<file path="src/rtl/vga_scan_pkg.sv">
// Shared types and elaboration-time helpers for the vga_scan timing generator.
package vga_scan_pkg;

   typedef logic [23:0] rgb24_t;

   typedef struct packed {
      logic [31:0] sync_start;
      logic [31:0] sync_end;
   } sync_bounds_t;

   // Decoded beam attributes one enabled cycle behind the beam counters.
   typedef struct packed {
      logic   blank;
      logic   vblank;
      logic   hs;
      logic   vs;
      logic   frame;
      logic   use_lb;
      rgb24_t pix;
   } stage1_t;

   // Output register image: sync levels are already at pin polarity.
   typedef struct packed {
      rgb24_t rgb;
      logic   hsync;
      logic   vsync;
      logic   blank;
      logic   vblank;
      logic   frame;
   } out_stage_t;

   function automatic int calc_total(input int res, input int fp, input int pulse, input int bp);
      return res + fp + pulse + bp;
   endfunction

   function automatic sync_bounds_t calc_sync(input int res, input int fp, input int pulse);
      sync_bounds_t b;
      b.sync_start = 32'(res + fp);
      b.sync_end   = 32'(res + fp + pulse);
      return b;
   endfunction

   function automatic bit counter_fits(input int bits, input int total);
      return (64'd1 << bits) >= 64'(total);
   endfunction

endpackage

</file>
<file path="src/rtl/vga_line_buffer.sv">
// Simple dual-port line store used to replay a source line on the following
// beam line when vertical doubling is enabled.
module vga_line_buffer
   import vga_scan_pkg::*;
#(
   parameter int c_depth     = 320,
   parameter int c_addr_bits = 9
) (
   input  logic                   clk_pixel,
   input  logic                   ena,
   input  logic                   wr_en,
   input  logic [c_addr_bits-1:0] wr_addr,
   input  rgb24_t                 wr_data,
   input  logic                   rd_en,
   input  logic [c_addr_bits-1:0] rd_addr,
   output rgb24_t                 rd_data
);

   rgb24_t mem_q [c_depth];
   rgb24_t rd_data_q;

   // NOTE: storage and read register carry no reset; every odd line reads
   // only addresses written on the even line just before it.
   always_ff @(posedge clk_pixel) begin
      if (ena && wr_en) begin
         mem_q[wr_addr] <= wr_data;
      end
      if (ena && rd_en) begin
         rd_data_q <= mem_q[rd_addr];
      end
   end

   assign rd_data = rd_data_q;

endmodule

</file>
<file path="src/rtl/vga_scan.sv">
// VGA/DVI beam timing generator: counters, sync/blank decode, FIFO pixel
// fetch with optional X/Y doubling, test picture, fixed 2-cycle output lag.
module vga_scan
   import vga_scan_pkg::*;
#(
   parameter int c_resolution_x      = 640,
   parameter int c_hsync_front_porch = 16,
   parameter int c_hsync_pulse       = 96,
   parameter int c_hsync_back_porch  = 48,
   parameter int c_resolution_y      = 480,
   parameter int c_vsync_front_porch = 10,
   parameter int c_vsync_pulse       = 2,
   parameter int c_vsync_back_porch  = 33,
   parameter int c_bits_x            = 10,
   parameter int c_bits_y            = 10,
   parameter int c_hsync_pol         = 0,
   parameter int c_vsync_pol         = 0,
   parameter int c_dbl_x             = 0,
   parameter int c_dbl_y             = 0
) (
   input  logic                clk_pixel,
   input  logic                reset,
   input  logic                clk_pixel_ena,
   input  logic                test_picture,
   output logic                fetch_next,
   input  logic [7:0]          r_i,
   input  logic [7:0]          g_i,
   input  logic [7:0]          b_i,
   output logic [c_bits_x-1:0] beam_x,
   output logic [c_bits_y-1:0] beam_y,
   output logic [7:0]          vga_r,
   output logic [7:0]          vga_g,
   output logic [7:0]          vga_b,
   output logic                vga_hsync,
   output logic                vga_vsync,
   output logic                vga_blank,
   output logic                vga_vblank,
   output logic                vga_de,
   output logic                vga_frame
);

   localparam int c_total_x = calc_total(c_resolution_x, c_hsync_front_porch, c_hsync_pulse, c_hsync_back_porch);
   localparam int c_total_y = calc_total(c_resolution_y, c_vsync_front_porch, c_vsync_pulse, c_vsync_back_porch);
   localparam sync_bounds_t c_hb = calc_sync(c_resolution_x, c_hsync_front_porch, c_hsync_pulse);
   localparam sync_bounds_t c_vb = calc_sync(c_resolution_y, c_vsync_front_porch, c_vsync_pulse);

   localparam logic [c_bits_x-1:0] c_last_x   = c_bits_x'(c_total_x - 1);
   localparam logic [c_bits_y-1:0] c_last_y   = c_bits_y'(c_total_y - 1);
   localparam logic [c_bits_x-1:0] c_res_x    = c_bits_x'(c_resolution_x);
   localparam logic [c_bits_y-1:0] c_res_y    = c_bits_y'(c_resolution_y);
   localparam logic [c_bits_x-1:0] c_hs_start = c_bits_x'(c_hb.sync_start);
   localparam logic [c_bits_x-1:0] c_hs_end   = c_bits_x'(c_hb.sync_end);
   localparam logic [c_bits_y-1:0] c_vs_start = c_bits_y'(c_vb.sync_start);
   localparam logic [c_bits_y-1:0] c_vs_end   = c_bits_y'(c_vb.sync_end);
   localparam logic c_hs_on = (c_hsync_pol != 0);
   localparam logic c_vs_on = (c_vsync_pol != 0);

   localparam int c_lb_depth = c_resolution_x >> c_dbl_x;
   localparam int c_lb_aw    = (c_lb_depth > 1) ? $clog2(c_lb_depth) : 1;

   localparam stage1_t c_s1_rst = '{blank: 1'b1, vblank: 1'b1, hs: 1'b0, vs: 1'b0,
                                    frame: 1'b0, use_lb: 1'b0, pix: '0};
   localparam out_stage_t c_out_rst = '{rgb: '0, hsync: ~c_hs_on, vsync: ~c_vs_on,
                                        blank: 1'b1, vblank: 1'b1, frame: 1'b0};

   if (!counter_fits(c_bits_x, c_total_x) || !counter_fits(c_bits_y, c_total_y)) begin : g_bad_width
      $error("vga_scan: c_bits_x/c_bits_y cannot hold total_x-1/total_y-1");
   end

   logic [c_bits_x-1:0] beam_x_q, beam_x_d;
   logic [c_bits_y-1:0] beam_y_q, beam_y_d;
   logic                test_q, test_d;
   logic                fetch_q, fetch_d;
   stage1_t             s1_q, s1_d;
   out_stage_t          out_q, out_d;

   logic       at_last;
   logic       active;
   logic       src;
   logic       lb_read;
   logic [7:0] px;
   logic [7:0] py;
   rgb24_t     pattern;
   rgb24_t     fifo_rgb;
   rgb24_t     lb_rd_data;

   assign fifo_rgb = {r_i, g_i, b_i};

   // NOTE: every always_comb output gets a default first, so no path can
   // leave a signal unassigned and infer a latch.
   always_comb begin
      at_last = (beam_x_q == c_last_x) && (beam_y_q == c_last_y);
      active  = (beam_x_q < c_res_x) && (beam_y_q < c_res_y);
      src     = active && !test_q
                && ((c_dbl_x == 0) || !beam_x_q[0])
                && ((c_dbl_y == 0) || !beam_y_q[0]);
      lb_read = active && !test_q && (c_dbl_y != 0) && beam_y_q[0];
      px      = 8'(beam_x_q);
      py      = 8'(beam_y_q);
      pattern = {px, py, px ^ py};

      beam_x_d = beam_x_q;
      beam_y_d = beam_y_q;
      if (clk_pixel_ena) begin
         if (beam_x_q == c_last_x) begin
            beam_x_d = '0;
            beam_y_d = (beam_y_q == c_last_y) ? '0 : beam_y_q + 1'b1;
         end else begin
            beam_x_d = beam_x_q + 1'b1;
         end
      end

      // The test latch only moves on the last pixel of a frame so the FIFO
      // is never left with a partially consumed frame.
      test_d  = (clk_pixel_ena && at_last) ? test_picture : test_q;
      fetch_d = clk_pixel_ena && src;
   end

   always_comb begin
      s1_d = s1_q;
      if (clk_pixel_ena) begin
         s1_d.blank  = !active;
         s1_d.vblank = !(beam_y_q < c_res_y);
         s1_d.hs     = (beam_x_q >= c_hs_start) && (beam_x_q < c_hs_end);
         s1_d.vs     = (beam_y_q >= c_vs_start) && (beam_y_q < c_vs_end);
         s1_d.frame  = (beam_x_q == '0) && (beam_y_q == '0);
         s1_d.use_lb = lb_read;
         // Odd x in doubled mode keeps the previous sample in pix.
         if (test_q) begin
            s1_d.pix = pattern;
         end else if (src) begin
            s1_d.pix = fifo_rgb;
         end
      end
   end

   always_comb begin
      out_d = out_q;
      if (clk_pixel_ena) begin
         out_d.rgb    = s1_q.blank ? '0 : (s1_q.use_lb ? lb_rd_data : s1_q.pix);
         out_d.hsync  = s1_q.hs ? c_hs_on : ~c_hs_on;
         out_d.vsync  = s1_q.vs ? c_vs_on : ~c_vs_on;
         out_d.blank  = s1_q.blank;
         out_d.vblank = s1_q.vblank;
         out_d.frame  = s1_q.frame;
      end
   end

   always_ff @(posedge clk_pixel or posedge reset) begin
      if (reset) begin
         beam_x_q <= '0;
         beam_y_q <= '0;
         test_q   <= 1'b0;
         fetch_q  <= 1'b0;
         s1_q     <= c_s1_rst;
         out_q    <= c_out_rst;
      end else begin
         beam_x_q <= beam_x_d;
         beam_y_q <= beam_y_d;
         test_q   <= test_d;
         fetch_q  <= fetch_d;
         s1_q     <= s1_d;
         out_q    <= out_d;
      end
   end

   if (c_dbl_y != 0) begin : g_lb
      logic [c_lb_aw-1:0] lb_addr;
      assign lb_addr = c_lb_aw'(beam_x_q >> c_dbl_x);

      vga_line_buffer #(
         .c_depth    (c_lb_depth),
         .c_addr_bits(c_lb_aw)
      ) u_line_buffer (
         .clk_pixel(clk_pixel),
         .ena      (clk_pixel_ena),
         .wr_en    (src),
         .wr_addr  (lb_addr),
         .wr_data  (fifo_rgb),
         .rd_en    (lb_read),
         .rd_addr  (lb_addr),
         .rd_data  (lb_rd_data)
      );
   end else begin : g_no_lb
      assign lb_rd_data = '0;
   end

   assign fetch_next = fetch_q;
   assign beam_x     = beam_x_q;
   assign beam_y     = beam_y_q;
   assign vga_r      = out_q.rgb[23:16];
   assign vga_g      = out_q.rgb[15:8];
   assign vga_b      = out_q.rgb[7:0];
   assign vga_hsync  = out_q.hsync;
   assign vga_vsync  = out_q.vsync;
   assign vga_blank  = out_q.blank;
   assign vga_vblank = out_q.vblank;
   assign vga_de     = !out_q.blank;
   assign vga_frame  = out_q.frame;

endmodule

</file>
<file path="config.mk">
export PLATFORM = sky130hd
export DESIGN_NAME = vga_scan
export DESIGN_NICKNAME = d
export VERILOG_FILES = /design/src/rtl/vga_scan_pkg.sv /design/src/rtl/vga_line_buffer.sv /design/src/rtl/vga_scan.sv
export SDC_FILE = /design/constraint.sdc
export NUM_CORES = 1
export LEC_CHECK = 0
export CORE_UTILIZATION = 46
export DETAILED_ROUTE_END_ITERATION = 10
export MAX_ROUTING_LAYER = met4
export PLACE_DENSITY_LB_ADDON = 0.05
export SYNTH_ARGS = -nofsm -noshare
export SYNTH_HDL_FRONTEND = slang
export SYNTH_SLANG_ARGS = --single-unit
</file>
<file path="constraint.sdc">
create_clock -name clk_pixel -period 8.9 [get_ports clk_pixel]
set_clock_uncertainty 0.05 [all_clocks]
set_input_delay 2.67 -clock clk_pixel [delete_from_list [all_inputs] [get_ports clk_pixel]]
set_output_delay 2.67 -clock clk_pixel [all_outputs]
set_load 0.02 [all_outputs]
</file>
Word level (Yosys, flattened, before mapping)
Cells that the tools add are included.
{"block": "classes", "n_addsub": 2, "reduce_logical": 17, "n_bitwise": 1, "order_cmp": 6, "n_mux": 7, "eq_ne": 2}
{"op": "two-way mux 24 bit", "count": 3}
{"op": "adder 10 x 1 -> 10 bit (second input constant)", "count": 2}
{"op": "== test 10 bit (second input constant)", "count": 2}
{"op": "logical NOT 10 bit", "count": 2}
{"op": "less-than comparator 10 bit (second input constant)", "count": 2}
{"op": "less-than comparator 10 x 9 -> 1 bit (second input constant)", "count": 2}
{"op": "two-way mux 10 bit", "count": 2}
{"op": ">= comparator 10 bit (second input constant)", "count": 1}
{"op": ">= comparator 10 x 9 -> 1 bit (second input constant)", "count": 1}
{"op": "logical AND 1 bit", "count": 8}
{"op": "XOR 8 bit", "count": 1}
{"op": "logical NOT 1 bit", "count": 4}
{"op": "AND reduction 2 bit", "count": 2}
{"op": "two-way mux 1 bit", "count": 2}
{"op": "nonzero test 2 bit", "count": 1}
{"block": "totals", "reg_bits": 80, "output_inout_bits": 51, "inputBits": 28}

Logic depth before layout (Yosys ltp)
{"block": "depth", "depth_word": 5, "ltp_mapped": 6, "depth_no_buf": 6}

Worst setup path after synthesis
Ideal clock, no wire load.
{"block": "synth_timing", "kind": "input to register", "from": "input clk_pixel_ena", "to": "register s1_q[0] (netlist name)", "setup_ps": 137, "stages": 5, "t_arrival_ps": 3768, "required_time_ps": 8713, "setup_slack_ps": 4945, "path_cell_list": "buf_2 > buf_1 > clkbuf_1 > buf_1 > a2bb2oi_1"}
{"block": "synth_between", "elab_chain_cells": 1}
{"element": "from (decl)", "line": "vga_scan.sv:23", "source": "input logic clk_pixel_ena,"}
{"element": "AND reduction 2 bit (no line)"}
{"element": "to (signal assigned)", "line": "vga_scan.sv:155", "source": "s1_q <= c_s1_rst;"}
{"element": "to (decl)", "line": "vga_scan.sv:74", "source": "stage1_t s1_q, s1_d;"}
No other way between the ends.
A chain may end at the register's enable or synchronous reset.

Worst setup path after layout
{"block": "layout_timing", "from": "register beam_x_q[4], in the netlist beam_x[4]", "to": "output beam_x[4]"}
{"element": "from (decl)", "line": "vga_scan.sv:70", "source": "logic [c_bits_x-1:0] beam_x_q, beam_x_d;"}
{"element": "from (signal assigned)", "line": "vga_scan.sv:158", "source": "beam_x_q <= beam_x_d;"}
{"element": "to (decl)", "line": "vga_scan.sv:29", "source": "output logic [c_bits_x-1:0] beam_x,"}
No word-level cell between the ends.

==> run_results.csv <==
group,metric,value,unit
placement,place_congestion,0.865,
worst_setup_path,path_cells,"clkdlybuf4s50_1",
layout,antenna_cells,0,
logic_synthesis,syn_area_per_cell,10.0,µm²
logic_synthesis,netlist_top_cells_count,"dfrtp_1, nand2_1, inv_1",
sta,finalSetupViolations,0,
logic_synthesis,syn_area,3810,µm²
worst_setup_path,cp_top_family,"buffers and inverters",
grt,antenna_found_initial,0,
worst_setup_path,end_kind,"output pin",
logic_synthesis,synthMuxAreaShare,0.0200,
floorplan,die_h,93.0,µm
logic_synthesis,yosysSeqAreaShare,0.527,
sta,rsz0062_at_grt,"false",
cts,cts_buffers,9,
grt,grt_max_degree,90,
logic_synthesis,syn-num-nets,413,
worst_setup_path,cp.arrival,1.67,ns
worst_setup_path,cp_num_buf_inv,1,
grt,grt_first_pass_wirelength,14.7,mm
sta,slew_violations,0,
route,vias_per_cell,5.46,
route,wl_per_cell,16.5,µm
worst_setup_path,cp_slowest_stage_delay,0.69,ns
outcome,outcome,"finished clean",
logic_synthesis,yosys_register_bits,80,
layout,areaGrowthSynthToFinish,25.4,%
logic_synthesis,synth_flop_cell,"dfrtp_1",
floorplan,core-area,7890,µm²
sta,fin_crit,4.39,ns
pwr,cellPowerDensity,189,nW/µm²
cts,root_buffer,"clkbuf_8",
grt,overflow,0,
cts,post_cts_resized,0,
floorplan,io_pins,79,
route,drtIter0Drc,186,
logic_synthesis,netlist.area_leader.share,0.486,
floorplan,start_util,0.483,
layout,drive_gt1_frac,0.0785,
sta,tightestPinTransition,1.00,ns
floorplan,dieArea,8650,µm²
placement,dp.cells,532,
worst_setup_path,cp_slowest_cell,"clkdlybuf4s50_1",
cts,h-tree-depth,3,
logic_synthesis,ys_warn_count,0,
flow_run,maxCapViolCount,0,
sta,fin_setup_tns,0,ns
layout,final_cells,548,
grt,grt_util_all_layers,0.229,
hold_path,whs_path_depth,1,
route,num_vias,2994,
route,dr.pass1.iters,4,
logic_synthesis,yosysTopAreaCell,"dfrtp_1",
route,final_antenna_net_count,0,
cts,cts_buffer_depth,2,
logic_synthesis,synth_simple_gate_area_frac,0.156,
logic_synthesis,synth_cell_type_count,41,
logic_synthesis,async_flop_share,1.00,
logic_synthesis,synth_top_family_by_area,"compound AO/OA/AOI/OAI gates",
worst_setup_path,start_kind,"flip-flop",
route,drc_errors,0,
logic_synthesis,synth_compound_area_frac,0.168,
cts,cts_hold_buf,0,
worst_setup_path,worst-path-stages,1,
sta,slew_headroom,0.332,
logic_synthesis,synthesis.instances,381,
logic_synthesis,synth_most_common_cell,"dfrtp_1",
layout,fin_nets,473,
cts,clock-sinks,80,
logic_synthesis,synth.area.top_cells,"dfrtp_1, a2bb2oi_1, o31ai_1",
cts,post_cts.repair.setup_buffers,0,
logic_synthesis,synthXorXnorAreaFrac,0.0437,
grt,grt_pass1_vias,2896,
route,wirelength,9.03,mm
sta,finalCritPeriodShare,0.493,
cts,cts.clk_slew.worst_paths,0.08,ns
layout,utilization,0.606,
pwr,peakVddDrop,129,µV
cts,insertion_delay,0.36,ns
floorplan,die_x,93.0,µm
floorplan,rows,32,
worst_setup_path,crit_type,"reg2out",
sta,fmax,0.228,GHz
logic_synthesis,synth_fa_ha_area_frac,0.0131,
worst_setup_path,cp_data_required_time,6.18,ns
pwr,p_leak,2.01,nW
cts,tritoncts,"built",
placement,dp_hpwl,5.80,mm
hold_path,holdCritPathClass,"reg2reg",
placement,io_buffers,78,
logic_synthesis,synth-edff-count,0,
worst_setup_path,crit_fanout,11,
sta,final_hold_viol_count,0,
worst_setup_path,ff2ff_path_depth,4,
## cell usage in the layout, fill, tap and decap left out, types with 3 or more instances in the layout
cell and instances:
nor2b_1 3, o22ai_1 12, buf_4 3, dfstp_2 6, a21oi_1 5, xor2_1 7
clkbuf_8 11, xnor2_1 12, nand2b_1 12, nand2_1 48, nand3_1 10, nor2_1 11
or3_1 4, dfrtp_1 74, clkinvlp_4 3, nand4_1 7, o31ai_1 26, inv_1 32
o21ai_0 22, clkdlybuf4s50_1 77, ha_1 4, a2bb2oi_1 24, mux2_2 5
## layout make-up
type	count	area [µm²]
Fill cell	688	3110
Sequential cell	80	2010
Multi-Input combinational cell	236	1530
Timing Repair Buffer	81	798
Clock buffer	11	151
Tap cell	102	128
Inverter	33	125
Clock inverter	5	40.0
## kinds of logic after synthesis
kind of cell | after synthesis
multiplexers | 7
adder cells (fa/ha/maj) | 4
AND/OR/NAND/NOR | 114
flip-flops | 80
XOR/XNOR | 19
buffers and inverters | 65
AO/OA/AOI/OAI | 92
## layer usage
metal | part of all wire | global-route usage
met1 | 0.46 | 0.310
met2 | 0.48 | 0.354
met3 | 0.044 | 0.0317
met4 | 0.016 | 0.0833
met5 | 0 | -
## path summary, 6_finish.rpt
path / endpoint / slack [ns] / start
max reg2reg: s1_q[12] / 6.60 / beam_y[7]
max in group asynchronous: s1_q[1] / 5.26 / reset
min in group asynchronous: beam_y[7] / 2.89 / reset
max: beam_x[4] / 4.51 / beam_x[4]
min reg2reg: vga_vsync / 0.38 / s1_q[26]
min: vga_vsync / 0.38 / s1_q[26]
## where the power goes
group | leakage (nW) | internal [mW] | switching (mW)
sequential | 0.971 | 0.400 | 0.0510
clock | 0.0882 | 0.118 | 0.138
combinational | 0.948 | 0.102 | 0.0942
## registers in the layout, summed over array words and instances, names as in the netlist
name and flops:
vga_g 8, vga_vsync 1, fetch_next 1, vga_blank 1
test_q 1, vga_r 8, vga_frame 1, beam_y 10
vga_vblank 1, beam_x 10, s1_q 29, vga_b 8
vga_hsync 1
## through the flow
step | hold WS (ns) | setup WS (ns) | total power [mW] | area (µm²)
3_3_place_gp | 0.353 | 4.20 | 0.653 | 4590
6_report | 0.383 | 4.51 | 0.903 | 4780
4_1_cts | 0.387 | 4.52 | 0.910 | 4780
2_1_floorplan | 0.338 | 4.14 | 0.568 | 3810
5_1_grt | 0.409 | 4.30 | 0.948 | 4780
3_5_place_dp | 0.376 | 4.16 | 0.654 | 4590
No activity file was read; power rests on OpenSTA's default activity.
